<file path="src/rtl/reg_dump.sv">
// Register-file readback engine: walks a wrapping index range through one
// combinational read port and streams each value out tagged with its index.
module reg_dump #(
    parameter int ADDRESS_WIDTH = 5,
    parameter int DATA_WIDTH    = 32
) (
    input  logic                     clk,
    input  logic                     rst,
    input  logic                     start,
    input  logic [ADDRESS_WIDTH-1:0] first_addr,
    input  logic [ADDRESS_WIDTH-1:0] last_addr,
    output logic [ADDRESS_WIDTH-1:0] rd_addr,
    input  logic [DATA_WIDTH-1:0]    rd_data,
    output logic                     out_valid,
    input  logic                     out_ready,
    output logic [DATA_WIDTH-1:0]    out_data,
    output logic [ADDRESS_WIDTH-1:0] out_index,
    output logic                     out_last,
    output logic                     busy,
    output logic                     done
);

    // state | meaning
    // IDLE  | waiting for start, read port parked at 0
    // LOAD  | first word read from cur into the output register
    // SEND  | word pending; next index pre-read so handshakes run back-to-back
    typedef enum logic [1:0] {
        IDLE = 2'd0,
        LOAD = 2'd1,
        SEND = 2'd2
    } state_t;

    localparam logic [ADDRESS_WIDTH-1:0] ONE = ADDRESS_WIDTH'(1);

    state_t                   state;
    logic [ADDRESS_WIDTH-1:0] cur;
    logic [ADDRESS_WIDTH-1:0] end_q;
    logic [ADDRESS_WIDTH-1:0] cur_inc;

    assign cur_inc  = cur + ONE;
    assign busy     = (state != IDLE);
    assign out_last = (state == SEND) && (out_index == end_q);

    always_comb begin
        rd_addr = '0;
        case (state)
            LOAD:    rd_addr = cur;
            SEND:    rd_addr = cur_inc;
            default: rd_addr = '0;
        endcase
    end

    always_ff @(posedge clk or posedge rst) begin
        if (rst) begin
            state     <= IDLE;
            cur       <= '0;
            end_q     <= '0;
            out_valid <= 1'b0;
            out_data  <= '0;
            out_index <= '0;
            done      <= 1'b0;
        end else begin
            done <= 1'b0;
            case (state)
                IDLE: begin
                    if (start) begin
                        cur   <= first_addr;
                        end_q <= last_addr;
                        state <= LOAD;
                    end
                end
                LOAD: begin
                    out_data  <= rd_data;
                    out_index <= cur;
                    out_valid <= 1'b1;
                    state     <= SEND;
                end
                SEND: begin
                    if (out_valid && out_ready) begin
                        if (cur != end_q) begin
                            cur       <= cur_inc;
                            out_data  <= rd_data;
                            out_index <= cur_inc;
                        end else begin
                            out_valid <= 1'b0;
                            done      <= 1'b1;
                            state     <= IDLE;
                        end
                    end
                end
                default: state <= IDLE;
            endcase
        end
    end

endmodule

</file>
<file path="config.mk">
export PLATFORM = sky130hd
export DESIGN_NAME = reg_dump
export DESIGN_NICKNAME = d
export VERILOG_FILES = /design/src/rtl/reg_dump.sv
export SDC_FILE = /design/constraint.sdc
export NUM_CORES = 1
export LEC_CHECK = 0
export BUFFER_PORTS_ARGS = -buffer_cell sky130_fd_sc_hd__buf_2
export CAP_MARGIN = 25
export CORE_ASPECT_RATIO = 1.1
export CORE_UTILIZATION = 50
export CTS_CLUSTER_DIAMETER = 100
export CTS_CLUSTER_SIZE = 20
export DETAILED_ROUTE_END_ITERATION = 6
export HOLD_SLACK_MARGIN = 0.05
export PLACE_DENSITY = 0.84
export RECOVER_POWER = 25
export SLEW_MARGIN = 20
export SYNTH_ARGS = -nofsm -noshare
export SYNTH_HDL_FRONTEND = slang
export SYNTH_SLANG_ARGS = --single-unit
export TNS_END_PERCENT = 1
</file>
<file path="constraint.sdc">
create_clock -name clk -period 5.5 [get_ports clk]
set_input_delay 0 -clock clk [delete_from_list [all_inputs] [get_ports clk]]
set_output_delay 0 -clock clk [all_outputs]
set_load 0.05 [all_outputs]
</file>
* Word level (Yosys, flattened, before mapping) *
Cells that the tools add are included.

storage, ports and cells
  register bits = 51
  bits of input ports = 46
  output and inout port bits = 46
  logic and storage cells = 46

operators by class
  $add $sub $neg = 1
  equality and inequality tests = 8
  muxes and demuxes = 19
  reductions and logical operators = 11

operators with widths
  kind                 number
  $mux 32              2
  $pmux 32 s2          1
  $pmux 5 s2           3
  $mux 5               3
  $reduce_and 3->1     3
  $mux 2               3
  $pmux 2 s3           1
  $reduce_bool 2->1    3
  $add 5x1->5 const B  1
  $eq 5x5->1           1
  $mux 1               5
  $ne 5x5->1           1
  $ne 2x1->1 const B   2
  $ne 2x2->1 const B   2
  $reduce_and 4->1     1
  $eq 2x1->1 const B   1
  $eq 2x2->1 const B   1
  $logic_and 1x1->1    2
  $logic_not 2->1      1
  $pmux 1 s2           1
  $reduce_and 2->1     1

* Depth between registers and ports, before layout *
Gate-level depths: netlist (run 1).

  depth in word-level cells = 4
  mapped depth = 8
  mapped depth without buffers = 7

* Worst setup path after synthesis (run 1) *
OpenSTA, ideal clock, no wires.

  path kind = reg2out
  start = register state[0]
  end = output rd_addr[2]
  data arrival time = 2.032 ns
  required time = 5.500 ns
  path slack = 3.468 ns
  cell stages (with the launch flop) = 7
  path buffers = 2
  cells stage by stage = dfrtp_1 -> inv_1 -> ha_1 -> clkbuf_1 -> clkbuf_1 -> a22oi_1 -> nor2_1

on the way
  word-level cells in the longest chain between the ends = 2
  elaborated cells between the ends (all ways) = 3

RTL lines
  what                                      line  text
  from (decl)                               35    state_t state;
  from (signal assigned)                    55    state <= IDLE;
  from (signal assigned)                    69    state <= LOAD;
  from (signal assigned)                    76    state <= SEND;
  $eq 2x2->1 or $eq 2x1->1 (tied branches)  46    case (state)
  $pmux 5 s2 *                              46
  to (decl)                                 12    output logic [ADDRESS_WIDTH-1:0] rd_addr,

Mark *: on every way between the ends. The rest lies on a longest branch, timed or not.

* Worst setup path in the final report (run 1) *
  start = register state[0]
  end = register out_data[20]

on the way
  word-level cells in the longest chain between the ends = 3
  elaborated cells between the ends (all ways) = 7

RTL lines
  what                                                              line  text
  $eq 2x2->1 or $eq 2x1->1 (tied branches)                          64    case (state)
  $ne 2x1->1 (no source line) or $reduce_bool 2->1 (tied branches)  n/a
  $reduce_and 3->1 (no source line)                                 n/a
  to (signal assigned)                                              73    out_data <= rd_data;
  to (signal assigned)                                              82    out_data <= rd_data;
  to (decl)                                                         16    output logic [DATA_WIDTH-1:0] out_data,

Several ways; a longest one is shown, not always the timed one.
A chain may end at the register's enable or synchronous reset.

==> results.sh, run 1 <==
export IMPL_status="finished, violations left"
export IMPL_violations="DRC"
export IMPL_start_util_pct=52.5
export IMPL_dp_hpwl_um=4100
export IMPL_std_cell_rows=27
export IMPL_fin_crit_sh_pct=49.0
export IMPL_grt_pass1_wl_um=10100
export IMPL_grtUsageTotal_pct=23.8
export IMPL_synthMostInstantiatedCell="dfrtp_1"
export IMPL_crit_buf_inv=3
export IMPL_worstSkewPairLatency_ps=300
export IMPL_crit_path_end_kind="register"
export IMPL_die_w_um=71.3
export IMPL_ys_seq_elements=51
export IMPL_r2r_start="state[0]"
export IMPL_synth_area_per_cell_sq_um=12.5
export IMPL_num_antenna_cells=0
export IMPL_max_freq_ghz=0.371
export IMPL_dieArea_sq_um=5580
export IMPL_hp_class="in -> reg"
export IMPL_async_flop_share_pct=100
export IMPL_yosysSeqAreaShare_pct=48.3
export IMPL_final_max_slew_viol_count=0
export IMPL_first_iter_violations=97
export IMPL_syn_area_sq_um=2640
export IMPL_post_drt_wl_per_cell_um=15.9
export IMPL_grt_max_degree=52
export IMPL_cp_required_ps=5690
export IMPL_grt_antenna_before_repair=0
export IMPL_cpMostUsedCell="inv_1"
export IMPL_nets=389
export IMPL_synthFlopType="dfrtp_1"
export IMPL_io_pins=92
export IMPL_holdCritStartpoint="first_addr[0]"
export IMPL_synth_edf_count=0
export IMPL_cts_tree="built"
export IMPL_cts_root_buf="clkbuf_8"
export IMPL_relSlewSlack_pct=42.6
export IMPL_worst_path_max_delay_cell="ha_1"
export IMPL_setup_viol=0
export IMPL_yosys_area_top_type="dfrtp_1"
export IMPL_critical_path_class="reg -> reg"
export IMPL_drc=7
export IMPL_crit_path_start_kind="register"
export IMPL_portBuffers=91
export IMPL_cp_slowest_stage_delay_ps=670
export IMPL_yosys_area_top_type_share_pct=48.3
export IMPL_drive_gt1_share_pct=33.4
export IMPL_grt_pass1_vias=2139
export IMPL_netlist_top_cells_count="dfrtp_1 (51), mux2_4 (30), mux2_2 (14)"
export IMPL_die_y_um=78.2
export IMPL_finalCriticalPeriod_ps=2700
export IMPL_worst_clock_skew_ps=8.39
export IMPL_syn_instance_count=211
export IMPL_cp_max_fo=23
export IMPL_dr_total_vias=2069
export IMPL_clock_path_buffers=2
export IMPL_wirelength_um=6280
export IMPL_crit_chain="inv_1, ha_1, inv_1, o21a_2, buf_12, mux2_4"
export IMPL_startpoint="state[0]"
export IMPL_critPathTopFamily="adder cells"
export IMPL_grt_setup_unrepaired="false"
export IMPL_area_growth_pct=34.8
export IMPL_via_per_inst=5.22
export IMPL_cts_buffers=5
export IMPL_cts_max_level=2
export IMPL_clock_sinks=51
export IMPL_cap_violations=0
export IMPL_dr_pass1_iters=7
export IMPL_arrival_ps=2880
export IMPL_syn_nets=263
export IMPL_ys_types=34
export IMPL_ant_nets=0
export IMPL_clk_pin_slew_ps=100
export IMPL_worst_pin_slew_ps=860
export IMPL_overflow=0
export IMPL_core_sq_um=5030
export IMPL_yosys_top_cells_area="dfrtp_1 (48%), mux2_4 (17%), mux2_2 (6.0%)"
export IMPL_post_cts_resized=0
export IMPL_hold_viol=0
export IMPL_ys_warn_count=0
export IMPL_fin_setup_tns_ps=0
export IMPL_place_congestion=0.951
## cell families (layout without fill, tap and decap cells)
kind of cell | Yosys count | after routing | share of synthesized area [%]
AO/OA/AOI/OAI | 33 | 33 | 8.05
XOR/XNOR | 17 | 17 | 5.92
adder cells (fa/ha/maj) | 6 | 6 | 2.84
buffers and inverters | 23 | 150 | 4.83
flip-flops | 51 | 51 | 48.3
multiplexers | 45 | 45 | 23.4
AND/OR/NAND/NOR | 36 | 36 | 6.68
## per-layer routing
| metal | up-vias | global-route usage, % | routed length [um] |
|---|---|---|---|
| met3 | 14 | 4.36 | 359 |
| li1 | 987 | - | - |
| met2 | 80 | 39.7 | 3060 |
| met1 | 988 | 30.2 | 2700 |
| met4 | 0 | 10.0 | 160 |
| met5 | - | 0 | 0 |
## sequential cells by signal, summed over array words and instances (netlist names)
signal / cells
out_valid: 1
out_index: 5
done: 1
cur: 5
state: 2
end_q: 5
out_data: 32
## path summary, 6_finish.rpt
check                               end  slack [ps]  depth (start not counted)
max reg2reg                out_data[20]        2800                          6
min                              cur[0]         120                          5
max in group asynchronous  out_data[22]        4600                          3
min reg2reg                out_data[10]         510                          1
max                        out_data[20]        2800                          6
min in group asynchronous  out_index[3]         400                          3
## layout make-up
cell class                 count  area [sq um]
tap                           58          72.6
inverter                      11          42.5
clock inverter                 3          43.8
clock buffer                   5          68.8
fill                         387          1470
timing repair buffer         131           820
multi-input combinational    137          1240
sequential                    51          1280
## timing repair
action | CTS | global route
buffers inserted | 0 | 0
hold endpoints to repair | 89 | 0
hold buffers | 39 | 0
## stage by stage
stage	worst slack [ps]	hold slack, ps	utilization (%)	cell area [sq um]	std cells
3_3_place_gp	2750	232	61.3	3090	348
2_1_floorplan	3470	146	-	2640	211
3_5_place_dp	2840	234	61.7	3110	349
4_1_cts	2820	118	71.7	3610	396
5_1_grt	2630	171	70.8	3560	396
6_report	2800	122	70.8	3560	396
## cells in the final DEF (no fill, tap or decap), drive strengths merged
| cell type | n |
|---|---|
| a211oi | 2 |
| a21boi | 1 |
| a21o | 1 |
| a21oi | 10 |
| a221o | 1 |
| a22oi | 3 |
| a31oi | 2 |
| buf | 55 |
| bufinv | 1 |
| clkbuf | 42 |
| clkinv | 3 |
| dfrtp | 51 |
| dlygate4sd3 | 39 |
| ha | 6 |
| inv | 10 |
| mux2 | 44 |
| mux2i | 1 |
| nand2 | 11 |
| nand2b | 1 |
| nand3 | 4 |
| nand4 | 4 |
| nor2 | 10 |
| nor3 | 5 |
| nor3b | 1 |
| o21a | 1 |
| o21ai | 5 |
| o22ai | 4 |
| o2bb2ai | 3 |
| xnor2 | 9 |
| xor2 | 8 |
## worst reg2reg max path: stages (launching register included)
cell and delay, ps:
dfrtp_1 420, inv_1 110, ha_1 670, inv_1 290
o21a_2 490, buf_12 260, mux2_4 330
Power of run 1 is left out: the tool's default activity adds up to more than one toggle a clock period on the data nets, which glitch-free logic cannot reach.
==> run 2, diff against run 1 <==
--- a/config.mk
+++ b/config.mk
@@ -8,12 +8,12 @@
 export BUFFER_PORTS_ARGS = -buffer_cell sky130_fd_sc_hd__buf_2
 export CAP_MARGIN = 25
 export CORE_ASPECT_RATIO = 1.1
-export CORE_UTILIZATION = 50
+export CORE_UTILIZATION = 45
 export CTS_CLUSTER_DIAMETER = 100
 export CTS_CLUSTER_SIZE = 20
 export DETAILED_ROUTE_END_ITERATION = 6
 export HOLD_SLACK_MARGIN = 0.05
-export PLACE_DENSITY = 0.84
+export PLACE_DENSITY = 0.8
 export RECOVER_POWER = 25
 export SLEW_MARGIN = 20
 export SYNTH_ARGS = -nofsm -noshare
==> constraint.sdc (replaced) <==
create_clock -name clk -period 2.2 [get_ports clk]
set_input_delay 0 -clock clk [delete_from_list [all_inputs] [get_ports clk]]
set_output_delay 0 -clock clk [all_outputs]
set_load 0.05 [all_outputs]
==> run 2 against run 1 <==
The run now ends clean. Via count up 1.6%. Wire length up 8.5%. Utilization fell by 4.7 points. Global-route usage shrank 1.0 points. Worst setup slack got worse by 2600 ps. Cell count rose by 6.3%. Clock skew is 6.5 ps higher. Die area is 11% higher. Critical path depth rose by 1. Hold slack got worse by 28 ps. Clock-buffer cell count unchanged. Highest routed layer unchanged.
==> results.sh, run 2 (synthesis gave the netlist of run 1 again) <==
export IMPL_r2r_end="out_data[12]"
export IMPL_r2r_start="cur[3]"
export IMPL_crit_end="rd_addr[4]"
export IMPL_final_max_slew_viol_count=0
export IMPL_status="finished clean"
export IMPL_crit_path_start_kind="register"
export IMPL_largest_register="out_data"
export IMPL_max_freq_ghz=0.500
export IMPL_drive_gt1_share_pct=38.4
export IMPL_crit_path_end_kind="output pin"
export IMPL_grtUsageTotal_pct=22.8
export IMPL_cts_root_buf="clkbuf_8"
export IMPL_largest_register_ffs=32
export IMPL_relSlewSlack_pct=15.4
export IMPL_nets=397
export IMPL_cp_max_fo=10
export IMPL_ant_nets=0
export IMPL_r2r_setup_slack_ps=270
export IMPL_most_common_layout_cells="buf_2 (66), dfrtp_1 (51), dlygate4sd3_1 (39)"
export IMPL_post_drt_wl_per_cell_um=16.2
export IMPL_start_util_pct=47.7
export IMPL_final_common_cell="buf_2"
export IMPL_hold_viol=0
export IMPL_drc=0
export IMPL_via_per_inst=4.99
export IMPL_grt_antenna_before_repair=0
export IMPL_grt_max_degree=35
export IMPL_cts_max_level=2
export IMPL_critical_path_class="reg -> out"
export IMPL_fin_setup_tns_ps=0
export IMPL_die_y_um=82.4
export IMPL_die_w_um=75.1
export IMPL_startpoint="cur[0]"
export IMPL_io_pins=92
export IMPL_portBuffers=91
export IMPL_cap_violations=0
export IMPL_area_growth_pct=38.4
export IMPL_clock_sinks=51
export IMPL_cts_buffers=5
export IMPL_finalCriticalPeriod_ps=2000
export IMPL_overflow=0
export IMPL_post_cts_buffers=0
export IMPL_cp_required_ps=2200
export IMPL_std_cell_rows=28
export IMPL_grt_pass1_wl_um=10300
export IMPL_core_sq_um=5540
export IMPL_first_iter_violations=53
export IMPL_place_congestion=0.888
export IMPL_dp_hpwl_um=4360
export IMPL_worst_clock_skew_ps=14.9
export IMPL_num_antenna_cells=0
export IMPL_wirelength_um=6810
export IMPL_grt_setup_unrepaired="false"
export IMPL_dr_total_vias=2102
export IMPL_fin_crit_sh_pct=90.9
export IMPL_dieArea_sq_um=6180
export IMPL_arrival_ps=2000
export IMPL_grt_pass1_vias=2144
export IMPL_worst_pin_slew_ps=1270
export IMPL_setup_viol=0
export IMPL_nFillCells=439
export IMPL_rr_worst_depth=6
export IMPL_clock_path_buffers=2
export IMPL_hp_class="in -> reg"
export IMPL_dr_pass1_iters=4
export IMPL_worstSkewPairLatency_ps=320
export IMPL_clk_pin_slew_ps=100
export IMPL_cts_tree="built"
run 2: cell types whose count changed in the layout (fill, tap and decap cells not counted), moves of 2 or more:
cell      delta
buf_2       +12
buf_4        +7
clkbuf_1    -12
clkinv_2     -2
run 2: what timing repair did:
action	CTS	global route
endpoints found under the setup margin	0	1
hold buffers	39	0
hold endpoints to repair	71	0
gates resized for setup	0	1
run 2: worst min path at each step:
stage,endpoint,slack [ps],start,cells past startpoint
floorplan,done,150,out_ready,2
detailed placement,out_data[21],150,rst,2
global route,cur[2],130,first_addr[2],5
finish,cur[0],90,first_addr[0],5
CTS,cur[2],90,first_addr[2],5
global placement,out_data[21],140,rst,2
run 2: final cells by class:
type / count / area, sq um / share of cell area, %
inverters: 11 / 41.3 / 1.13
flip-flops and latches: 51 / 1280 / 34.9
multi-input cells: 137 / 1240 / 34.0
clock inverters: 3 / 28.8 / 0.787
well taps: 75 / 93.8 / 2.56
clock buffers: 5 / 68.8 / 1.88
repair buffers: 139 / 907 / 24.8
run 2: per-stage QoR:
step / setup WS, ps / utilization (%) / cell area, sq um / hold slack [ps] / cells
after detailed placement: 298 / 57.8 / 3200 / 145 / 374
after CTS: 122 / 66.6 / 3690 / 95.0 / 421
final: 201 / 66.1 / 3660 / 93.8 / 421
after global placement: 326 / 57.8 / 3200 / 136 / 374
after floorplan: 168 / - / 2640 / 146 / 211
after global routing: 56.7 / 66.1 / 3660 / 130 / 421
run 2: critical path, stage by stage, from the launching register on:
cell and delay (ps):
dfrtp_1 410, buf_4 200, ha_2 270, nand3_1 180
xnor2_1 180, a22oi_1 80, nor2_1 100, buf_2 270
run 2: per-layer routing:
metal | share of wire (%) | track usage (%) | wire [um]
met1 | 40 | 26.7 | 2730
met2 | 51 | 40.1 | 3480
met3 | 5.4 | 4.49 | 369
met4 | 3.5 | 10.0 | 236
met5 | 0 | 0 | 0
Power of run 2 is left out for the same reason.
==> run 3, diff against run 2 <==
--- a/config.mk
+++ b/config.mk
@@ -7,13 +7,15 @@
 export LEC_CHECK = 0
 export BUFFER_PORTS_ARGS = -buffer_cell sky130_fd_sc_hd__buf_2
 export CAP_MARGIN = 25
+export CELL_PAD_IN_SITES_DETAIL_PLACEMENT = 1
+export CELL_PAD_IN_SITES_GLOBAL_PLACEMENT = 2
 export CORE_ASPECT_RATIO = 1.1
-export CORE_UTILIZATION = 45
+export CORE_UTILIZATION = 28
 export CTS_CLUSTER_DIAMETER = 100
-export CTS_CLUSTER_SIZE = 20
+export CTS_CLUSTER_SIZE = 28
 export DETAILED_ROUTE_END_ITERATION = 6
 export HOLD_SLACK_MARGIN = 0.05
-export PLACE_DENSITY = 0.8
+export PLACE_DENSITY = 0.79
 export RECOVER_POWER = 25
 export SLEW_MARGIN = 20
 export SYNTH_ARGS = -nofsm -noshare
==> run 3 against run 2 <==
Final area rose by 2.0%. Critical endpoint unchanged. Hold slack improved by 29 ps. Critical path type unchanged. Global-route usage fell by 6.9 points. Highest routed layer unchanged. Critical path depth did not move. Via count fell by 0.86%.
==> results.sh, run 3 (synthesis gave the netlist of run 1 again) <==
export IMPL_startpoint="cur[0]"
export IMPL_overflow=0
export IMPL_cp_max_fo=10
export IMPL_hp_class="in -> reg"
export IMPL_cts_tree="built"
export IMPL_met1_usage_pct=20.2
export IMPL_multi_input_area_sq_um=1240
export IMPL_drive_gt1_share_pct=37.5
export IMPL_drc=0
export IMPL_cap_violations=0
export IMPL_first_iter_violations=43
export IMPL_cts_max_level=2
export IMPL_most_common_layout_cells="buf_2 (63), dfrtp_1 (51), dlygate4sd3_1 (39)"
export IMPL_dr_total_vias=2084
export IMPL_grt_antenna_before_repair=0
export IMPL_largest_register="out_data"
export IMPL_post_drt_wl_per_cell_um=16.0
export IMPL_final_max_slew_viol_count=0
export IMPL_largest_register_ffs=32
export IMPL_cts_buffers=5
export IMPL_grtUsageTotal_pct=15.9
export IMPL_clock_sinks=51
export IMPL_crit_path_end_kind="output pin"
export IMPL_relSlewSlack_pct=13.9
export IMPL_regArea_sq_um=1280
export IMPL_post_cts_buffers=0
export IMPL_max_freq_ghz=0.491
export IMPL_critical_path_class="reg -> out"
export IMPL_die_w_um=94.6
export IMPL_r2r_start="cur[1]"
export IMPL_num_antenna_cells=0
export IMPL_grt_max_degree=52
export IMPL_nFillCells=1032
export IMPL_portBuffers=91
export IMPL_via_per_inst=4.52
export IMPL_setup_viol=0
export IMPL_io_pins=92
export IMPL_clock_path_buffers=2
export IMPL_dp_hpwl_um=4980
export IMPL_hold_viol=0
export IMPL_top_usage_layer="met2"
export IMPL_final_common_cell="buf_2"
export IMPL_arrival_ps=2040
export IMPL_clk_pin_slew_ps=90
export IMPL_dr_pass1_iters=4
export IMPL_start_util_pct=29.3
export IMPL_worst_pin_slew_ps=1290
export IMPL_worst_clock_skew_ps=4.75
export IMPL_place_congestion=0.830
export IMPL_grt_setup_unrepaired="false"
export IMPL_wirelength_um=7360
export IMPL_fin_crit_sh_pct=92.6
export IMPL_grt_pass1_vias=2249
export IMPL_fin_setup_tns_ps=0
export IMPL_cts_root_buf="clkbuf_8"
export IMPL_status="finished clean"
export IMPL_dieArea_sq_um=9830
export IMPL_area_growth_pct=41.2
export IMPL_finalCriticalPeriod_ps=2040
export IMPL_grtUsageMet3_pct=2.56
export IMPL_grt_use_met2_pct=27.3
export IMPL_core_sq_um=9010
export IMPL_std_cell_rows=36
export IMPL_ant_nets=0
export IMPL_holdCritStartpoint="first_addr[2]"
export IMPL_worstSkewPairLatency_ps=300
export IMPL_grt_pass1_wl_um=12100
export IMPL_cp_required_ps=2200
export IMPL_die_y_um=104
export IMPL_crit_path_start_kind="register"
export IMPL_nets=398
run 3: cell count changes in the layout (fill, tap and decap cells not counted):
cell        before  now
buf_2           66   63
clkinvlp_4       0    1
ha_2             1    0
clkbuf_2         0    1
inv_8            1    0
inv_1           11   10
clkinv_4         2    0
buf_12           2    1
clkinv_1         0    1
clkbuf_1        25   28
bufinv_16        0    2
buf_4            7    8
ha_1             5    6
run 3: stage by stage:
stage,instance area [sq um],setup slack [ps],util (%),cells,hold slack [ps]
2_1_floorplan,2640,168,-,211,146
3_3_place_gp,3240,320,36.0,414,216
3_5_place_dp,3240,242,36.0,414,230
4_1_cts,3770,122,41.8,461,112
5_1_grt,3730,3.69,41.4,461,147
6_report,3730,163,41.4,461,123
run 3: metal layers:
metal  up-vias  share of wire (%)
met2        54                 51
met5         -                  0
met3         7                4.2
li1        996                  -
met4         0                1.3
met1      1027                 44
run 3: final timing paths:
| kind | to | slack [ps] | depth (start not counted) |
|---|---|---|---|
| max in group asynchronous | out_data[15] | 780 | 4 |
| worst max register to register | out_data[2] | 230 | 6 |
| worst min-delay path | cur[2] | 120 | 5 |
| worst max-delay path | rd_addr[4] | 160 | 7 |
| min in group asynchronous | out_data[7] | 660 | 4 |
| worst min register to register | out_data[3] | 520 | 1 |
run 3: critical path, stage by stage (launching register included):
cell	delay, ps
dfrtp_1	400
buf_4	200
ha_1	340
nand3_1	190
xnor2_1	170
a22oi_1	90
nor2_1	90
buf_2	260
run 3: cell type report:
cell class / instances / area share (%)
Inverter: 11 / 1.11
Tap cell: 114 / 3.82
Clock inverter: 3 / 1.81
Sequential cell: 51 / 34.2
Timing Repair Buffer: 140 / 24.0
Multi-Input combinational cell: 137 / 33.2
Clock buffer: 5 / 1.84
run 3: timing repair:
item / CTS / global route
resized for setup: 0 / 0
hold buffers: 39 / 0
hold endpoints to repair: 90 / 0
setup endpoints to repair: 0 / 0
Power of run 3 is left out for the same reason.
